`config.mk`:
```
export PLATFORM = sky130hd
export DESIGN_NAME = fpu_req_sequencer_flat
export DESIGN_NICKNAME = d
export VERILOG_FILES = /design/src/rtl/fpu_pkg.sv /design/src/rtl/fpu_req_sequencer_if.sv /design/src/rtl/fpu_req_fifo.sv /design/src/rtl/fpu_req_sequencer.sv /design/src/flat_wrapper.sv
export SDC_FILE = /design/constraint.sdc
export NUM_CORES = 1
export LEC_CHECK = 0
export BUFFER_PORTS_ARGS = -buffer_cell sky130_fd_sc_hd__buf_2
export CAP_MARGIN = 20
export CORE_MARGIN = 1.5
export CORE_UTILIZATION = 50
export CTS_CLUSTER_SIZE = 40
export DETAILED_ROUTE_END_ITERATION = 12
export MAX_ROUTING_LAYER = met4
export PLACE_DENSITY = 0.74
export REMOVE_ABC_BUFFERS = 1
export SYNTH_ARGS = -nofsm -noshare
export SYNTH_HDL_FRONTEND = slang
export SYNTH_SLANG_ARGS = --single-unit
```
`constraint.sdc`:
```
create_clock -name clk -period 2.5 [get_ports clk]
set_input_delay 0.25 -clock clk [delete_from_list [all_inputs] [get_ports clk]]
set_output_delay 0.25 -clock clk [all_outputs]
set_load 0.01 [all_outputs]
```
`src/rtl/fpu_pkg.sv`:
```
// Shared definitions for the FPU request sequencer: op encodings, the
// timeout result value, FSM state codes and the queued request layout.
package fpu_pkg;

  localparam logic [4:0]  OP_ADD  = 5'b00001;
  localparam logic [4:0]  OP_SUB  = 5'b00010;
  localparam logic [4:0]  OP_MUL  = 5'b00100;
  localparam logic [4:0]  OP_DIV  = 5'b01000;
  localparam logic [4:0]  OP_SQRT = 5'b10000;

  localparam logic [31:0] QNAN = 32'h7FC0_0000;

  localparam logic [1:0]  ST_IDLE  = 2'd0;
  localparam logic [1:0]  ST_ISSUE = 2'd1;
  localparam logic [1:0]  ST_WAIT  = 2'd2;

  // 69-bit queue entry: operand A, operand B, one-hot op
  typedef struct packed {
    logic [31:0] a;
    logic [31:0] b;
    logic [4:0]  op;
  } fpu_req_t;

  function automatic logic is_onehot(input logic [4:0] v);
    return (v != 5'd0) && ((v & (v - 5'd1)) == 5'd0);
  endfunction

  function automatic logic is_multihot(input logic [4:0] v);
    return (v & (v - 5'd1)) != 5'd0;
  endfunction

endpackage

```
`src/rtl/fpu_req_sequencer_if.sv`:
```
// Issue/return handshake between the sequencer (master) and the FP core (slave).
interface fpu_req_sequencer_if;
  import fpu_pkg::*;

  logic        core_valid;
  logic        core_ready;
  logic [31:0] core_a;
  logic [31:0] core_b;
  logic [4:0]  core_op;
  logic        core_res_valid;
  logic [31:0] core_res;

  modport master (
    output core_valid, core_a, core_b, core_op,
    input  core_ready, core_res_valid, core_res
  );

  modport slave (
    input  core_valid, core_a, core_b, core_op,
    output core_ready, core_res_valid, core_res
  );

endinterface

```
`src/rtl/fpu_req_fifo.sv`:
```
// Request queue: power-of-two depth, registered full/empty flags,
// head visible combinationally from storage.
module fpu_req_fifo
  import fpu_pkg::*;
#(
  parameter int DEPTH = 4
) (
  input  logic     clk,
  input  logic     reset,
  input  logic     i_push,
  input  logic     i_pop,
  input  fpu_req_t i_data,
  output fpu_req_t o_data,
  output logic     o_full,
  output logic     o_empty
);

  localparam int          AW       = $clog2(DEPTH);
  localparam logic [AW:0] FULL_CNT = (AW + 1)'(DEPTH);

  fpu_req_t      r_mem [DEPTH];
  logic [AW-1:0] r_wr_ptr;
  logic [AW-1:0] r_rd_ptr;
  logic [AW:0]   r_count;
  logic [AW:0]   w_count_nxt;
  logic          r_full;
  logic          r_empty;
  logic          w_push;
  logic          w_pop;

  assign w_push = i_push && !r_full;
  assign w_pop  = i_pop && !r_empty;

  // occupancy after this cycle's push/pop
  always_comb begin
    case ({w_push, w_pop})
      2'b10:   w_count_nxt = r_count + (AW + 1)'(1);
      2'b01:   w_count_nxt = r_count - (AW + 1)'(1);
      default: w_count_nxt = r_count;
    endcase
  end

  // pointers wrap naturally because DEPTH is a power of two
  always_ff @(posedge clk or negedge reset) begin
    if (!reset) begin
      r_wr_ptr <= '0;
      r_rd_ptr <= '0;
      r_count  <= '0;
      r_full   <= 1'b0;
      r_empty  <= 1'b1;
    end else begin
      if (w_push) r_wr_ptr <= r_wr_ptr + AW'(1);
      if (w_pop)  r_rd_ptr <= r_rd_ptr + AW'(1);
      r_count <= w_count_nxt;
      r_full  <= (w_count_nxt == FULL_CNT);
      r_empty <= (w_count_nxt == '0);
    end
  end

  // storage write port
  always_ff @(posedge clk) begin
    if (w_push) r_mem[r_wr_ptr] <= i_data;
  end

  assign o_data  = r_mem[r_rd_ptr];
  assign o_full  = r_full;
  assign o_empty = r_empty;

endmodule

```
`src/rtl/fpu_req_sequencer.sv`:
```
// Queues FPU requests and issues them one at a time to an FP core,
// returning results in push order with a QNAN substitute on core timeout.
module fpu_req_sequencer
  import fpu_pkg::*;
#(
  parameter int DEPTH   = 4,
  parameter int TIMEOUT = 255
) (
  input  logic                       clk,
  input  logic                       reset,
  input  logic [31:0]                fpu1in,
  input  logic [31:0]                fpu2in,
  input  logic [4:0]                 fpuen,
  output logic [31:0]                fpuout,
  output logic                       fpu_done,
  output logic                       fpu_busy,
  output logic [2:0]                 err,
  fpu_req_sequencer_if.master        core
);

  localparam int          CW       = (TIMEOUT > 1) ? $clog2(TIMEOUT) : 1;
  localparam logic [CW-1:0] TMO_LAST = CW'(TIMEOUT - 1);

  logic [1:0]    r_state;
  logic [1:0]    w_state_nxt;
  logic [CW-1:0] r_tmo_cnt;
  logic [31:0]   r_out;
  logic          r_done;
  logic [2:0]    r_err;
  logic          r_core_valid;
  logic [31:0]   r_core_a;
  logic [31:0]   r_core_b;
  logic [4:0]    r_core_op;

  fpu_req_t w_wdata;
  fpu_req_t w_head;
  logic     w_full;
  logic     w_empty;
  logic     w_legal;
  logic     w_multi;
  logic     w_push;
  logic     w_fire;
  logic     w_res;
  logic     w_tmo;
  logic     w_enter_issue;

  assign w_legal = is_onehot(fpuen);
  assign w_multi = is_multihot(fpuen);
  assign w_push  = w_legal && !w_full;
  assign w_wdata = '{a: fpu1in, b: fpu2in, op: fpuen};
  assign w_fire  = (r_state == ST_ISSUE) && r_core_valid && core.core_ready;
  assign w_res   = (r_state == ST_WAIT) && core.core_res_valid;
  assign w_tmo   = (r_state == ST_WAIT) && !core.core_res_valid && (r_tmo_cnt == TMO_LAST);

  fpu_req_fifo #(.DEPTH(DEPTH)) u_fifo (
    .clk     (clk),
    .reset   (reset),
    .i_push  (w_push),
    .i_pop   (w_fire),
    .i_data  (w_wdata),
    .o_data  (w_head),
    .o_full  (w_full),
    .o_empty (w_empty)
  );

  // next-state decode; a completing WAIT re-issues only if work is already queued
  always_comb begin
    w_state_nxt = r_state;
    case (r_state)
      ST_IDLE: begin
        if (!w_empty) w_state_nxt = ST_ISSUE;
        else          w_state_nxt = ST_IDLE;
      end
      ST_ISSUE: begin
        if (w_fire) w_state_nxt = ST_WAIT;
        else        w_state_nxt = ST_ISSUE;
      end
      ST_WAIT: begin
        if (w_res || w_tmo) w_state_nxt = w_empty ? ST_IDLE : ST_ISSUE;
        else                w_state_nxt = ST_WAIT;
      end
      default: w_state_nxt = ST_IDLE;
    endcase
  end

  assign w_enter_issue = (w_state_nxt == ST_ISSUE) && (r_state != ST_ISSUE);

  // state, result, error and core-issue registers
  always_ff @(posedge clk or negedge reset) begin
    if (!reset) begin
      r_state      <= ST_IDLE;
      r_tmo_cnt    <= '0;
      r_out        <= 32'h0000_0000;
      r_done       <= 1'b0;
      r_err        <= 3'b000;
      r_core_valid <= 1'b0;
      r_core_a     <= 32'h0000_0000;
      r_core_b     <= 32'h0000_0000;
      r_core_op    <= 5'b00000;
    end else begin
      r_state <= w_state_nxt;
      r_done  <= w_res || w_tmo;
      r_err   <= r_err | {w_tmo, w_legal && w_full, w_multi};

      if (w_res)      r_out <= core.core_res;
      else if (w_tmo) r_out <= QNAN;

      if ((r_state == ST_WAIT) && !(w_res || w_tmo)) r_tmo_cnt <= r_tmo_cnt + CW'(1);
      else                                           r_tmo_cnt <= '0;

      // operands are captured once on entry and held until the core accepts
      if (w_enter_issue) begin
        r_core_valid <= 1'b1;
        r_core_a     <= w_head.a;
        r_core_b     <= w_head.b;
        r_core_op    <= w_head.op;
      end else if (w_fire) begin
        r_core_valid <= 1'b0;
        r_core_a     <= 32'h0000_0000;
        r_core_b     <= 32'h0000_0000;
        r_core_op    <= 5'b00000;
      end
    end
  end

  assign fpuout          = r_out;
  assign fpu_done        = r_done;
  assign fpu_busy        = w_full;
  assign err             = r_err;
  assign core.core_valid = r_core_valid;
  assign core.core_a     = r_core_a;
  assign core.core_b     = r_core_b;
  assign core.core_op    = r_core_op;

endmodule
```
`src/flat_wrapper.sv`:
```
// flat-port wrapper written by rule: the top's interface ports become plain ports
module fpu_req_sequencer_flat import fpu_pkg::*;
#(
  parameter int DEPTH   = 4,
  parameter int TIMEOUT = 255
)
  (clk, reset, fpu1in, fpu2in, fpuen, fpuout, fpu_done, fpu_busy, err, core_core_valid, core_core_a, core_core_b, core_core_op, core_core_ready, core_core_res_valid, core_core_res);
  fpu_req_sequencer_if core_i ();
  input  logic clk;
  input  logic reset;
  input  logic [31:0] fpu1in;
  input  logic [31:0] fpu2in;
  input  logic [4:0] fpuen;
  output logic [31:0] fpuout;
  output logic fpu_done;
  output logic fpu_busy;
  output logic [2:0] err;
  output wire logic [$bits(core_i.core_valid)-1:0] core_core_valid;
  output wire logic [$bits(core_i.core_a)-1:0] core_core_a;
  output wire logic [$bits(core_i.core_b)-1:0] core_core_b;
  output wire logic [$bits(core_i.core_op)-1:0] core_core_op;
  input wire logic [$bits(core_i.core_ready)-1:0] core_core_ready;
  input wire logic [$bits(core_i.core_res_valid)-1:0] core_core_res_valid;
  input wire logic [$bits(core_i.core_res)-1:0] core_core_res;
  assign core_core_valid = core_i.core_valid;
  assign core_core_a = core_i.core_a;
  assign core_core_b = core_i.core_b;
  assign core_core_op = core_i.core_op;
  assign core_i.core_ready = core_core_ready;
  assign core_i.core_res_valid = core_core_res_valid;
  assign core_i.core_res = core_core_res;
  fpu_req_sequencer #(.DEPTH(DEPTH), .TIMEOUT(TIMEOUT)) u_core (.clk(clk), .reset(reset), .fpu1in(fpu1in), .fpu2in(fpu2in), .fpuen(fpuen), .fpuout(fpuout), .fpu_done(fpu_done), .fpu_busy(fpu_busy), .err(err), .core(core_i));
endmodule
```
==> results.toml, run 1 <==
[global_routing]
grt_util_met2_pct = 33.1
antenna_found_initial = 2
grt.total_usage_pct = 20.0
gr-max-usage-layer = "met2"
grt_pass1_vias = 8562
met1_usage_pct = 25.7
grt_pass1_wl_mm = 46.8
grt_max_degree = 72
grt_remaining_overflow = 0
grt_use_met3_pct = 3.99

[drt]
routed_via_density = 5.13
dr.pass1.iters = 7
routed_wl_mm = 30.2
vias = 8285
routedWlPerCell_um = 18.7
ant_nets = 0
drt_iter0_drc = 515
drc = 0

[placed_design]
dpl.cell_count = 1438
dp_hpwl_mm = 17.8
io_buffer_count = 211
place_congestion = 0.701
placed_cell_area_sq_um = 17000

[final_layout]
final_core_util_pct = 63.6
drive_gt1_share_pct = 31.3
seq_area_sq_um = 11400
final_cell_mix = "276 x edfxtp_1, 210 x buf_2, 122 x dfrtp_1, 100 x dlygate4sd3_1, 81 x nand2_1"
nets = 1299
multi_input_area_sq_um = 3410
final_design_area_no_fill_sq_um = 19400
layout_commonest_cell = "edfxtp_1"
syn2layout_area_growth_pct = 25.8
layoutNonFillerInstCount = 1616
fillers = 2130

[synthesis]
ys_types = 43
synth_top_area_cell = "edfxtp_1"
muxShareOfSynthArea_pct = 14.7
yosys-top-cells-area = "edfxtp_1 54%, dfrtp_1 20%, mux4_2 10%"
synthXorXnorAreaFrac_pct = 0.683
synthCells = 843
synth_compound_area_share_pct = 2.49
synth_top_area_share_pct = 53.8
syn_avg_cell_area_sq_um = 18.3
yosys.area_share.simple_pct = 3.38
synth_top_family_by_area = "multiplexers"
ys_ff_latch = 401
syn_area_sq_um = 15400
ys_warn_count = 0
yosysSeqAreaShare_pct = 74.1
synthAdderAreaFrac_pct = 0.764

[power]
leakage_uw = 0.00802
clkPwrFrac_pct = 27.9
switchingPower_uw = 6270
power_density_nw_per_um2 = 1100
pwr-share-comb_pct = 29.0
peakVddDrop_mv = 0.785
swShare_pct = 29.5
intPower_uw = 15000
share_seq_of_total_power_pct = 43.1

[setup_path]
path_max_fanout = 8
cp.required_ns = 2.91
crit_type = "input port to register"
r2r_start = "u_core.r_state[1]"
r2r-end = "u_core.u_fifo.o_full"
startpoint_type = "input port"
r2r_slack_ns = 0.22
crit_end = "u_core.u_fifo.o_full"
startpoint = "fpuen[2]"
reg2reg_depth = 9
endpoint_kind = "register"
worstPathArrival_ns = 2.79

[run]
cap_viol_max_count = 0

[die]
rows = 64
die_area_sq_um = 31900
die_w_um = 178
coreArea_sq_um = 30400
die_height_um = 178
ios = 212
start_util_pct = 50.6

[hold_path]
hp-class = "input port to register"

[clock_tree]
cts_tree = "done"
cts_buffers = 41
clk_latency_ns = 0.53
cts.path.max_buffers = 3
htreeDepth = 2
clkSinkCount = 401
root_buffer = "clkbuf_16"
clk_pin_slew_worst_paths_ns = 0.06

[timing]
relSlewSlack_pct = 40.5
timing.fmax_ghz = 0.421
setup_violations = 0
slew_viol_final = 0
min_period_over_period_pct = 95.1
period_needed_ns = 2.38
skew_ns = 0.0159
worstMarginPinSlew_ns = 0.892
hold_viol_final = 0

[status]
status = "completed"
cell usage after synthesis, drive strengths merged:
cell / n
a21o: 2
a31oi: 1
a22o: 23
nand4b: 1
a21oi: 3
nor2: 15
buf: 23
xnor2: 5
clkbuf: 14
nand3b: 1
nand4: 1
nor2b: 4
nor3: 1
or3: 1
and3b: 1
nand2b: 2
mux2: 1
dfstp: 1
and2: 6
o211ai: 1
fa: 1
edfxtp: 276
ha: 7
o22a: 9
mux4: 69
mux2i: 69
maj3: 1
a21boi: 1
o21ai: 8
inv: 78
nand2: 81
xor2: 7
nand3: 4
dfrtp: 124
and4: 1
routing by layer:
layer	share of wire [%]	routed length [um]
met5	0	0
met1	43	13000
met2	49	14900
met3	6.1	1860
met4	1.4	420
cells by family (layout without fill, tap and decap cells):
family                     after synthesis  in the layout
buffers and inverters                  115            490
AOI/OAI and AO/OA                       48             48
adders and majority gates                9              9
other                                    0              2
and+or+nand+nor                        119            119
xor gates and xnor gates                12             12
muxes                                  139            139
DFF                                    401            401
power groups by stage:
stage / Clock [uW] / Sequential, uW / Combinational, uW
6_report: 5920 / 9160 / 6160
5_1_grt: 6330 / 9310 / 6780
4_1_cts: 6030 / 9180 / 6300
3_5_place_dp: 0 / 9290 / 6130
3_3_place_gp: 0 / 9240 / 6020
2_1_floorplan: 0 / 9820 / 3570
cell type report:
| type | count | area share (%) |
|---|---|---|
| antenna | 2 | 0.0258 |
| clock buffer | 65 | 6.40 |
| clock inverter | 10 | 0.420 |
| inverter | 78 | 1.51 |
| multi-input combinational | 327 | 17.6 |
| sequential | 401 | 59.0 |
| tap | 396 | 2.56 |
| timing repair buffer | 337 | 12.5 |
worst min path at each step:
stage	from	to	slack (ns)	cells past startpoint
floorplan	reset	u_core.core.core_a[0]	-0.05	0
global placement	reset	u_core.core.core_a[22]	0.18	1
detailed placement	reset	u_core.fpuout[2]	0.18	1
CTS	core_core_ready	u_core.r_state[0]	0.01	4
global route	core_core_ready	u_core.r_state[0]	0.02	4
finish	core_core_ready	u_core.r_state[0]	0.03	4
critical path, stage by stage:
cell	delay (ns)
dlygate4sd3_1	0.54
buf_2	0.17
xor2_1	0.16
o211ai_1	0.24
a21oi_2	0.09
inv_1	0.06
ha_1	0.18
inv_1	0.07
fa_1	0.46
and3b_1	0.19
a31oi_1	0.17
inv_1	0.05
and2_1	0.15
timing repair:
item | CTS | global route
setup endpoints to repair | 0 | 1
endpoints found under the hold margin | 334 | 0
resized for setup | 0 | 2
hold buffers | 100 | 0
buffers inserted | 0 | 1
metrics by stage:
stage	setup TNS [ns]	setup slack, ns	hold WS (ns)	total power (uW)
floorplan	-239.99	-1.46	-0.0456	13400
global placement	0	0.151	0.179	15300
detailed placement	0	0.0901	0.181	15400
CTS	0	0.0527	0.0109	21500
global route	-0.00682	-0.00682	0.0184	22400
finish	0	0.123	0.0297	21200
sequential cells by signal, indices dropped and copies added, names as in the netlist, 2 cells and up:
name / flops
u_core.fpuout: 32
u_core.u_fifo.r_rd_ptr: 2
u_core.u_fifo.r_count: 3
u_core.u_fifo.r_wr_ptr: 2
u_core.u_fifo.r_mem: 276
u_core.r_tmo_cnt: 8
u_core.core.core_b: 32
u_core.core.core_a: 32
u_core.core.core_op: 5
u_core.err: 3
u_core.r_state: 2
(Power assumes the default switching activity.)
==> inputs of run 2 (changes only) <==
--- a/config.mk
+++ b/config.mk
@@ -7,12 +7,14 @@
 export LEC_CHECK = 0
 export BUFFER_PORTS_ARGS = -buffer_cell sky130_fd_sc_hd__buf_2
 export CAP_MARGIN = 20
+export CELL_PAD_IN_SITES_DETAIL_PLACEMENT = 2
+export CELL_PAD_IN_SITES_GLOBAL_PLACEMENT = 2
 export CORE_MARGIN = 1.5
-export CORE_UTILIZATION = 50
+export CORE_UTILIZATION = 38
 export CTS_CLUSTER_SIZE = 40
 export DETAILED_ROUTE_END_ITERATION = 12
 export MAX_ROUTING_LAYER = met4
-export PLACE_DENSITY = 0.74
+export PLACE_DENSITY_LB_ADDON = 0.1
 export REMOVE_ABC_BUFFERS = 1
 export SYNTH_ARGS = -nofsm -noshare
 export SYNTH_HDL_FRONTEND = slang
==> results.toml, run 2 (synthesized netlist as in run 1, its figures left out) <==
[power]
share_seq_of_total_power_pct = 41.3
power_density_nw_per_um2 = 1120
swShare_pct = 30.6
peakVddDrop_mv = 0.659
clkPwrFrac_pct = 29.1
switchingPower_uw = 6770
pwr-share-comb_pct = 29.6
leakage_uw = 0.00809
intPower_uw = 15300
fin_total_pwr_uw = 22100

[timing]
hold_viol_final = 0
min_period_over_period_pct = 96.4
setup_tns_ns = 0
setup_violations = 0
slew_viol_final = 0
period_needed_ns = 2.41
relSlewSlack_pct = 33.5
worstMarginPinSlew_ns = 0.998
skew_ns = 0.0222
timing.fmax_ghz = 0.415

[drt]
routed_wl_mm = 37.6
routed_via_density = 4.88
drc = 0
drt_iter0_drc = 356
dr.pass1.iters = 4
ant_nets = 0
vias = 8556
routedWlPerCell_um = 21.5

[setup_path]
worstPathArrival_ns = 2.90
path_max_fanout = 8
crit_type = "input port to register"
reg2reg_depth = 9
r2r-end = "u_core.u_fifo.o_full"
cp.required_ns = 2.99
startpoint_type = "input port"
r2r_slack_ns = 0.21
startpoint = "fpuen[4]"
endpoint_kind = "register"
r2r_start = "u_core.r_state[1]"

[final_layout]
syn2layout_area_growth_pct = 27.8
final_design_area_no_fill_sq_um = 19700
largest_reg_flops = 276
fillers = 3711
layoutNonFillerInstCount = 1754
final_core_util_pct = 49.4
top_register = "u_core.u_fifo.r_mem"
final_cell_mix = "276 x edfxtp_1, 209 x buf_2, 122 x dfrtp_1, 102 x dlygate4sd3_1, 81 x nand2_1"
nets = 1304
layout_commonest_cell = "edfxtp_1"
drive_gt1_share_pct = 31.5

[die]
die_height_um = 204
rows = 73
coreArea_sq_um = 39800
die_w_um = 204
start_util_pct = 38.7
ios = 212
die_area_sq_um = 41700

[clock_tree]
cts_tree = "done"
root_buffer = "clkbuf_16"
cts.path.max_buffers = 3
htreeDepth = 2
clk_pin_slew_worst_paths_ns = 0.06
clk_latency_ns = 0.57
clkSinkCount = 401
cts_buffers = 45

[status]
status = "completed"

[global_routing]
grt_max_degree = 72
grt_pass1_wl_mm = 58.5
antenna_found_initial = 1
grt.total_usage_pct = 19.2
grt_remaining_overflow = 0
grt_pass1_vias = 9840

[hold_path]
min_to = "u_core.r_tmo_cnt[7]"
hold_path_depth = 3
hold_start = "core_core_res_valid"
hp-class = "input port to register"

[placed_design]
place_congestion = 0.692
dpl.cell_count = 1566
dp_hpwl_mm = 22.1
placed_cell_area_sq_um = 17200
io_buffer_count = 211

[run]
cap_viol_max_count = 0
-- run 2: per-layer routing --
layer	track usage, %	up-vias	wire [um]
li1	-	3826	-
met5	-	-	0
met3	3.73	59	1590
met2	32.5	183	19300
met1	23.8	4488	16100
met4	4.94	0	656
-- run 2: worst max-delay path by stage --
stage,end
after floorplan,u_core.u_fifo.o_full
after global placement,u_core.u_fifo.o_full
after detailed placement,u_core.u_fifo.o_full
after CTS,u_core.u_fifo.o_full
after global routing,u_core.u_fifo.o_full
final,u_core.u_fifo.o_full
-- run 2: worst max-delay path: stages --
cell           delay [ns]
dlygate4sd3_1        0.56
buf_6                0.15
xor2_1               0.13
o211ai_1             0.26
a21oi_2              0.09
inv_1                0.07
ha_2                 0.19
inv_1                0.06
fa_1                 0.40
xor2_1               0.18
nor2_1               0.15
xor2_1               0.24
and2_1               0.17
-- run 2: power groups by stage --
stage | clock (uW) | sequential (uW) | combinational [uW]
2_1_floorplan | 0 | 9820 | 3570
3_3_place_gp | 0 | 9180 | 6300
3_5_place_dp | 0 | 9240 | 6500
4_1_cts | 6630 | 9130 | 6680
5_1_grt | 6890 | 9280 | 7210
6_report | 6430 | 9130 | 6530
-- run 2: area by class of cell --
class	instances	area [sq um]	share of cell area, %
clock inverter	16	131	0.667
timing repair buffer	338	2450	12.5
inverter	78	293	1.49
sequential	401	11400	58.0
tap	525	657	3.34
clock buffer	68	1320	6.68
antenna	1	2.50	0.0127
multi-input combinational	327	3410	17.3
-- run 2: repair_timing --
item,4_1_cts,5_1_grt
buffers inserted,0,1
hold buffers,102,0
endpoints found under the hold margin,354,0
gates resized for setup,0,7
endpoints found under the setup margin,0,1
-- run 2: through the flow --
stage	setup WS, ns	hold WS, ns
floorplan	-1.46	-0.0456
global placement	-0.0358	0.251
detailed placement	-0.0285	0.245
CTS	0.0197	0.0200
global route	-0.0289	0.0495
finish	0.0896	0.0489
==> inputs of run 3 (changes only) <==
--- a/config.mk
+++ b/config.mk
@@ -15,6 +15,7 @@
 export DETAILED_ROUTE_END_ITERATION = 12
 export MAX_ROUTING_LAYER = met4
 export PLACE_DENSITY_LB_ADDON = 0.1
+export RECOVER_POWER = 100
 export REMOVE_ABC_BUFFERS = 1
 export SYNTH_ARGS = -nofsm -noshare
 export SYNTH_HDL_FRONTEND = slang
==> results.toml, run 3 (synthesized netlist as in run 1, its figures left out) <==
[status]
status = "completed"

[setup_path]
reg2reg_depth = 9
crit_chain = "dlygate4sd3_1 > buf_6 > xor2_1 > o211ai_1 > a21oi_2 > inv_1 > ha_2 > inv_1 > fa_1 > xor2_1 > nor2_1 > xor2_1 > and2_1"
critPathBufInv = 4
crit_type = "input port to register"
endpoint_kind = "register"
cp.depth = 13
cp.required_ns = 2.99
r2r-end = "u_core.u_fifo.o_full"
critPathSlowestCell = "dlygate4sd3_1"
r2r_slack_ns = 0.21
critPathMostFrequentCell = "xor2_1"
worstPathArrival_ns = 2.90
path_max_fanout = 8
r2r_start = "u_core.r_state[1]"
critPathMaxStageDelay_ns = 0.56
critical-path-top-delay-family = "buffers and inverters"
startpoint_type = "input port"

[drt]
routed_via_density = 4.90
met1Wirelength_mm = 16.2
vias = 8600
routedWlPerCell_um = 21.5
top_layer = "met4"
dr.pass1.iters = 4
ant_nets = 0
routed-wl-met3_mm = 1.58
drt_iter0_drc = 338
wl_met2_mm = 19.2
drc = 0
routed_wl_mm = 37.7

[global_routing]
grt_remaining_overflow = 0
grt_max_degree = 72
grt_pass1_wl_mm = 58.5
antenna_found_initial = 0
grt.total_usage_pct = 19.2
grt_pass1_vias = 9840

[placed_design]
pre_cts_slack_ns = -0.0285
dpl.cell_count = 1566
place_congestion = 0.692
io_buffer_count = 211
dp_hpwl_mm = 22.1

[die]
rows = 73
start_util_pct = 38.7
die_area_sq_um = 41700
ios = 212
coreArea_sq_um = 39800
die_w_um = 204
die_height_um = 204

[clock_tree]
cts.path.max_buffers = 3
root_buffer = "clkbuf_16"
clkSinkCount = 401
clk_pin_slew_worst_paths_ns = 0.06
clk_latency_ns = 0.57
cts_buffers = 45
htreeDepth = 2
cts_tree = "done"

[power]
leakage_uw = 0.00753
power_density_nw_per_um2 = 1130
peakVddDrop_mv = 0.644

[hold_path]
min_to = "u_core.r_tmo_cnt[7]"
hold_start = "core_core_res_valid"
hp-class = "input port to register"
hold_path_depth = 3

[run]
cap_viol_max_count = 0

[timing]
fin_ws_ns = 0.0893
skew_ns = 0.0229
worstMarginPinSlew_ns = 1.39
setup_violations = 0
min_period_over_period_pct = 96.4
hold_viol_final = 0
period_needed_ns = 2.41
setup_tns_ns = 0
timing.fmax_ghz = 0.415
relSlewSlack_pct = 7.37
slew_viol_final = 0
holdWs_ns = 0.0469

[final_layout]
layoutNonFillerInstCount = 1754
fillers = 3806
drive_gt1_share_pct = 16.8
final_core_util_pct = 48.5
largest_reg_flops = 276
syn2layout_area_growth_pct = 25.5
final_cell_mix = "276 x edfxtp_1, 191 x clkbuf_1, 122 x dfrtp_1, 102 x dlygate4sd3_1, 81 x nand2_1"
nets = 1304
top_register = "u_core.u_fifo.r_mem"
layout_commonest_cell = "edfxtp_1"
## run 3: how the worst max path moves through the flow
stage	from	end	slack, ns
2_1_floorplan	u_core.r_state[1]	u_core.u_fifo.o_full	-1.46
3_3_place_gp	fpuen[3]	u_core.u_fifo.o_full	-0.04
3_5_place_dp	fpuen[3]	u_core.u_fifo.o_full	-0.03
4_1_cts	fpuen[4]	u_core.u_fifo.o_full	0.02
5_1_grt	fpuen[4]	u_core.u_fifo.o_full	-0.03
6_report	fpuen[4]	u_core.u_fifo.o_full	0.09
## run 3: worst min-delay path, delay by kind of cell
kind / cells / cell delay [ns]
simple gates: 1 / 0.07
buf+inv: 1 / 0.13
compound gates: 1 / 0.12
## run 3: layout make-up
class | count | area, sq um | area share, %
clock inverter | 16 | 131 | 0.680
inverter | 78 | 293 | 1.51
timing repair buffer | 338 | 2110 | 10.9
clock buffer | 68 | 1320 | 6.80
multi-input combinational | 327 | 3400 | 17.6
sequential | 401 | 11400 | 59.1
antenna | 1 | 2.50 | 0.0129
tap | 525 | 657 | 3.40
## run 3: metrics by stage
| step | area [sq um] | total power, uW |
|---|---|---|
| final | 19300 | 21800 |
| after global routing | 19300 | 23100 |
| after CTS | 19700 | 22400 |
| after detailed placement | 17200 | 15700 |
| after global placement | 17200 | 15500 |
| after floorplan | 15100 | 13400 |
## run 3: per-layer routing
layer  up-vias  track usage [%]
met5         -                -
met3        64             3.73
li1       3828                -
met4         0             4.94
met2       191             32.5
met1      4517             23.8
## run 3: timing repair
item,CTS,global route
hold endpoints to repair,354,0
hold buffers,102,0
buffers inserted,0,1
resized for setup,0,7
endpoints found under the setup margin,0,1
## run 3: power breakdown
part | switching, uW | leakage, uW | internal (uW) | total (uW)
sequential | 744 | 0.00403 | 8420 | 9160
combinational | 3450 | 0.00278 | 2780 | 6220
clock | 2590 | 0.000711 | 3830 | 6420
